File: src/rtl/vreg_bank_ctrl.sv
// Scalar + vector register bank: one write port, two registered read ports,
// per-lane vector write masking, same-cycle write-to-read bypass and a clear sequencer.
module vreg_bank_ctrl #(
  parameter int SW    = 21,
  parameter int LANES = 8,
  parameter int LW    = 24,
  parameter int NSREG = 8,
  parameter int NVREG = 8,
  parameter int AW    = 3
) (
  input  logic                clk,
  input  logic                rst,
  input  logic                clr_req,
  output logic                busy,
  input  logic                wr_en,
  input  logic                wr_dest,
  input  logic [AW-1:0]       wa,
  input  logic [SW-1:0]       wd_s,
  input  logic [LANES*LW-1:0] wd_v,
  input  logic [LANES-1:0]    wr_mask,
  input  logic                rd_en,
  input  logic [2:0]          rd_type,
  input  logic [AW-1:0]       ra1,
  input  logic [AW-1:0]       ra2,
  input  logic [AW-1:0]       ra3,
  output logic                rd_valid,
  output logic [SW-1:0]       r1e,
  output logic [SW-1:0]       r2e,
  output logic [LANES*LW-1:0] r1v,
  output logic [LANES*LW-1:0] r2v
);

  localparam int VW   = LANES * LW;
  localparam int MAXR = (NSREG > NVREG) ? NSREG : NVREG;
  localparam int CW   = (MAXR > 1) ? $clog2(MAXR) : 1;

  typedef enum logic {ST_IDLE, ST_CLEAR} state_t;

  state_t          state_reg, state_next;
  logic [CW-1:0]   idx_reg, idx_next;

  logic [SW-1:0]   s_mem [NSREG];
  logic [VW-1:0]   v_mem [NVREG];

  logic            wr_ok;
  logic            rd_ok;
  logic [VW-1:0]   lane_bits;

  assign busy  = (state_reg == ST_CLEAR);
  assign wr_ok = wr_en && !busy;
  assign rd_ok = rd_en && !busy;

  // Expand the lane mask to a bit mask so vector writes and bypass share one merge.
  generate
    for (genvar gi = 0; gi < LANES; gi++) begin : g_lane
      assign lane_bits[gi*LW +: LW] = {LW{wr_mask[gi]}};
    end
  endgenerate

  always_ff @(posedge clk) begin
    if (rst) begin
      state_reg <= ST_CLEAR;
      idx_reg   <= '0;
    end else begin
      state_reg <= state_next;
      idx_reg   <= idx_next;
    end
  end

  always_comb begin
    state_next = state_reg;
    idx_next   = idx_reg;
    case (state_reg)
      ST_CLEAR: begin
        if (idx_reg == CW'(MAXR - 1)) begin
          state_next = ST_IDLE;
          idx_next   = '0;
        end else begin
          idx_next = idx_reg + 1'b1;
        end
      end
      default: begin
        if (clr_req) begin
          state_next = ST_CLEAR;
          idx_next   = '0;
        end
      end
    endcase
  end

  // Out-of-range write addresses never match a loop index, so they drop silently.
  always_ff @(posedge clk) begin
    if (!rst) begin
      for (int i = 0; i < NSREG; i++) begin
        if (busy && idx_reg == CW'(i))
          s_mem[i] <= '0;
        else if (wr_ok && !wr_dest && wa == AW'(i))
          s_mem[i] <= wd_s;
      end
      for (int i = 0; i < NVREG; i++) begin
        if (busy && idx_reg == CW'(i))
          v_mem[i] <= '0;
        else if (wr_ok && wr_dest && wa == AW'(i))
          v_mem[i] <= (v_mem[i] & ~lane_bits) | (wd_v & lane_bits);
      end
    end
  end

  function automatic logic [SW-1:0] s_read(input logic [AW-1:0] a);
    logic [SW-1:0] val;
    val = '0;
    if (int'(a) < NSREG) begin
      val = s_mem[a];
      if (wr_ok && !wr_dest && wa == a)
        val = wd_s;
    end
    return val;
  endfunction

  function automatic logic [VW-1:0] v_read(input logic [AW-1:0] a);
    logic [VW-1:0] val;
    val = '0;
    if (int'(a) < NVREG) begin
      val = v_mem[a];
      if (wr_ok && wr_dest && wa == a)
        val = (val & ~lane_bits) | (wd_v & lane_bits);
    end
    return val;
  endfunction

  always_ff @(posedge clk) begin
    if (rst) begin
      rd_valid <= 1'b0;
      r1e      <= '0;
      r2e      <= '0;
      r1v      <= '0;
      r2v      <= '0;
    end else begin
      rd_valid <= 1'b0;
      if (rd_ok) begin
        case (rd_type)
          3'b000: r2e <= s_read(ra1);
          3'b001: begin
            r1e <= s_read(ra1);
            r2v <= v_read(ra2);
          end
          3'b011: begin
            r1v <= v_read(ra1);
            r2v <= v_read(ra2);
          end
          3'b100: r1e <= s_read(ra3);
          3'b101: begin
            r1e <= s_read(ra1);
            r2e <= s_read(ra2);
          end
          default: ;
        endcase
        rd_valid <= (rd_type <= 3'b101);
      end
    end
  end

endmodule

File: config.mk
export PLATFORM = sky130hd
export DESIGN_NAME = vreg_bank_ctrl
export DESIGN_NICKNAME = d
export VERILOG_FILES = /design/src/rtl/vreg_bank_ctrl.sv
export SDC_FILE = /design/constraint.sdc
export NUM_CORES = 2
export LEC_CHECK = 0
export BUFFER_PORTS_ARGS = -buffer_cell sky130_fd_sc_hd__buf_4
export CORE_MARGIN = 2
export CORE_UTILIZATION = 50
export CTS_CLUSTER_DIAMETER = 40
export DETAILED_ROUTE_END_ITERATION = 10
export PLACE_DENSITY = 0.7
export SLEW_MARGIN = 40
export SYNTH_ARGS = -nofsm -noshare
export SYNTH_HDL_FRONTEND = slang
export SYNTH_SLANG_ARGS = --single-unit
File: constraint.sdc
create_clock -name clk -period 17.7 [get_ports clk]
set_input_delay 2.655 -clock clk [delete_from_list [all_inputs] [get_ports clk]]
set_output_delay 2.655 -clock clk [all_outputs]
set_load 0.01 [all_outputs]
==> results.txt <==
critical path class = in -> reg
FP Rows = 177
first-pass GRT wire length = 557000 um
count of buffer and inverter cells on the critical path = 5
Final Critical Period = 6.39 ns
Largest regs = v_mem (1536), r1v (192), r2v (192)
fin util = 58.9%
Clk pwr share = 51.8%
Syn Inst Count = 9245
Hold Path Depth = 2
CTS Hold Buffers Added = 0
Avg Vias per Cell = 6.58
top_reg_cell synth = edfxtp_1
post_cts resized = 0
CTS Buffer Depth = 4
Die ar. = 237000 sq um
via count = 85500
R2R Path End = v_mem[3][96]
drt first pass iters = 7
P_int = 10500 uW
Top reg by flops = v_mem
Clock Sinks = 2135
H-Tree Depth = 5
Layout Skew = 0.0996 ns
root buf cell = clkbuf_16
Relative slew margins = 37.3%
dpl hpwl = 214000 um
Routability Congestion = 0.840
sequential share of power = 40.3%
wire length per cell = 29.4 um
Post-synth EDFFs = 1704
Logic pwr share = 7.9%
number of synthesis warnings = 0
Critical Path Most Common Cell = buf_4
I/O pins = 670
R2R Path Start = idx_reg[2]
final hold violations = 0
clock slew at reported path FFs = 0.05 ns
Post-CTS Setup Bufs = 0
largest net degree at the start of global routing = 153
Port Buffer Count = 669
DIE HEIGHT = 487 um
Initial Util = 50.2%
final WL = 382000 um
register bit count reported by yosys = 2135
Startpoint Class = input pin
FF/Latch Area = 59800 sq um
CTS tree = done
number of flip-flops in the largest register = 1536
peak supply drop = 0.0000811 V
Multi-input gate area = 53900 sq um
max incr delay on CP = 0.78 ns
vias in the first global route = 85900
RSZ-0062 raised after global routing = no
HP Class = reg -> reg
ratio of cells with drive above 1 in the final layout = 28.3%
Lkg Pwr = 0.0503 uW
Residual DRC = 0
final period utilization = 36.1%
WHS Endpoint = r1v[176]
Initial DRC Count = 10700
synth unique cells = 50
Final #Nets = 9876
highest clock rate = 157 MHz
All-Layer GR Usage = 31.4%
area growth from synthesis to layout = 17.4%
Clock Latency Late Sink = 0.99 ns
Crit Path Max Fanout = 95
Pins Over Slew Limit = 0
grt ovf = 0
Power Dens Cells = 100 nW/um^2
Setup Viol. Count Final = 0
Core ar. = 232000 sq um
register area share after synthesis = 51.3%
Syn Area/Cell = 12.6 sq um
Synth Net Count = 9493
crit path capture type = register
Hold Startpoint = r1v[176]
Switching Share = 23.8%
antenna violations before repair = 32
Critical Path AT = 7.22 ns
synthesized area = 117000 sq um
max-cap violations = 0
FF-to-FF path depth = 10
delay-heaviest family, CP = buffers and inverters
worst path required time = 18.53 ns
R2R Setup Slk = 13.14 ns
Async SR Flop Fraction = 0%
Net Sw Power = 3280 uW
die width = 487 um
TNS Setup = 0 ns
Routed Antenna Nets = 0
slowest CP cell = buf_4
Worst Tran Pin Value = 0.940 ns
FILL cells = 18100
worst-path cell chain = buf_8 -> buf_4 -> buf_4 -> buf_12 -> buf_4 -> mux4_2 -> mux2_2 -> mux2i_1 -> o21ai_0
total CTS buffers = 361
status = finished clean
-- metal layers --
metal	track usage, %	up-vias	part of all wire (%)
li1	-	35900	-
met1	41.0	43100	37
met2	49.6	5457	47
met3	7.91	928	12
met4	14.4	24	4.4
met5	0	-	0.043
-- placed cells by master, fill, tap and decap left out, drive strengths merged, types with 3 or more instances in the layout --
cell and instances:
a21oi 1555, and3 146, edfxtp 1704, bufinv 36, mux2 406, or4 3
nand2b 1540, buf 834, mux2i 427, nand3b 3, diode 29, nor3 8
clkbuf 427, nand2 681, o211ai 26, nand3 19, o221ai 17, mux4 894
nor2 42, or2 14, a311oi 21, inv 68, nor4 6, clkinvlp 32
nor2b 5, clkinv 101, o21ai 408, a31oi 4, a32o 3, and2 28
xor2 10, dfxtp 431, ha 6
-- worst min-delay path: cells and delay by family, from the launching register on --
family          cells  cell delay [ns]
flops               1             0.31
simple gates        1             0.05
compound gates      1             0.05
-- power by group through the flow --
stage                     logic [uW]  clock network, uW  registers (uW)
after global placement          1050                  0            5630
after detailed placement        1070                  0            5630
final                           1090               7120            5540
after floorplan                  747                  0            5640
after CTS                       1080               7170            5530
after global routing            1150               7390            5540
-- cell usage after synthesis, drive strengths merged (2+ instances only) --
cell / number / share of area, %
edfxtp: 1704 / 44
a21oi: 1555 / 6.7
nand2b: 1540 / 8.3
mux4: 894 / 17
nand2: 681 / 2.2
clkbuf: 625 / 2.0
dfxtp: 431 / 7.4
mux2i: 427 / 3.7
o21ai: 408 / 1.8
mux2: 406 / 3.9
buf: 191 / 0.79
and3: 146 / 0.78
nor2: 42 / 0.14
and2: 28 / 0.15
o211ai: 26 / 0.17
a311oi: 21 / 0.16
nand3: 19 / 0.082
o221ai: 17 / 0.13
or2: 14 / 0.075
xor2: 10 / 0.075
inv: 9 / 0.029
nor3: 8 / 0.039
ha: 6 / 0.064
nor4: 6 / 0.058
nor2b: 5 / 0.027
a31oi: 4 / 0.021
a32o: 3 / 0.026
nand3b: 3 / 0.019
or4: 3 / 0.019
a211oi: 2 / 0.013
o21bai: 2 / 0.013
-- worst max-delay path by stage --
stage / from / endpoint / slack (ns) / depth (start not counted)
final: ra1[1] / r1v[191] / 11.31 / 9
after global routing: ra2[0] / r2v[103] / 11.10 / 9
after floorplan: rst / v_mem[3][0] / 0.04 / 4
after detailed placement: ra2[0] / r2v[86] / 10.22 / 9
after global placement: ra2[0] / r2v[99] / 10.04 / 9
after CTS: ra2[0] / r2v[109] / 11.21 / 9
-- stage by stage --
step | instance area [sq um] | instances | total power [uW] | hold WS [ns] | worst slack [ns]
global route | 137000 | 13000 | 14100 | 0.465 | 11.10
CTS | 137000 | 13000 | 13800 | 0.449 | 11.21
detailed placement | 124000 | 12300 | 6710 | 0.442 | 10.22
finish | 137000 | 13000 | 13700 | 0.446 | 11.31
global placement | 124000 | 12300 | 6680 | 0.436 | 10.04
floorplan | 117000 | 9245 | 6390 | 0.471 | 0.0362
-- layout make-up --
class	instances	share of cell area [%]
inverters	9	0.0247
clock inverters	228	1.85
flip-flops and latches	2135	43.7
diodes	29	0.0530
well taps	3043	2.78
repair buffers	836	5.11
multi-input cells	6285	39.4
clock buffers	425	7.12
-- cell families (layout without fill, tap and decap cells) --
family | count (synthesis) | in the layout | share of synthesized area [%]
and+or+nand+nor | 2497 | 2497 | 11.9
DFF | 2135 | 2135 | 51.3
adders and majority gates | 6 | 6 | 0.0644
xor gates and xnor gates | 10 | 10 | 0.0751
muxes | 1727 | 1727 | 24.9
AOI/OAI and AO/OA | 2045 | 2045 | 9.01
other | 0 | 29 | 0
buffers and inverters | 825 | 1498 | 2.83
Note: power is estimated with default switching activity, not from simulation.
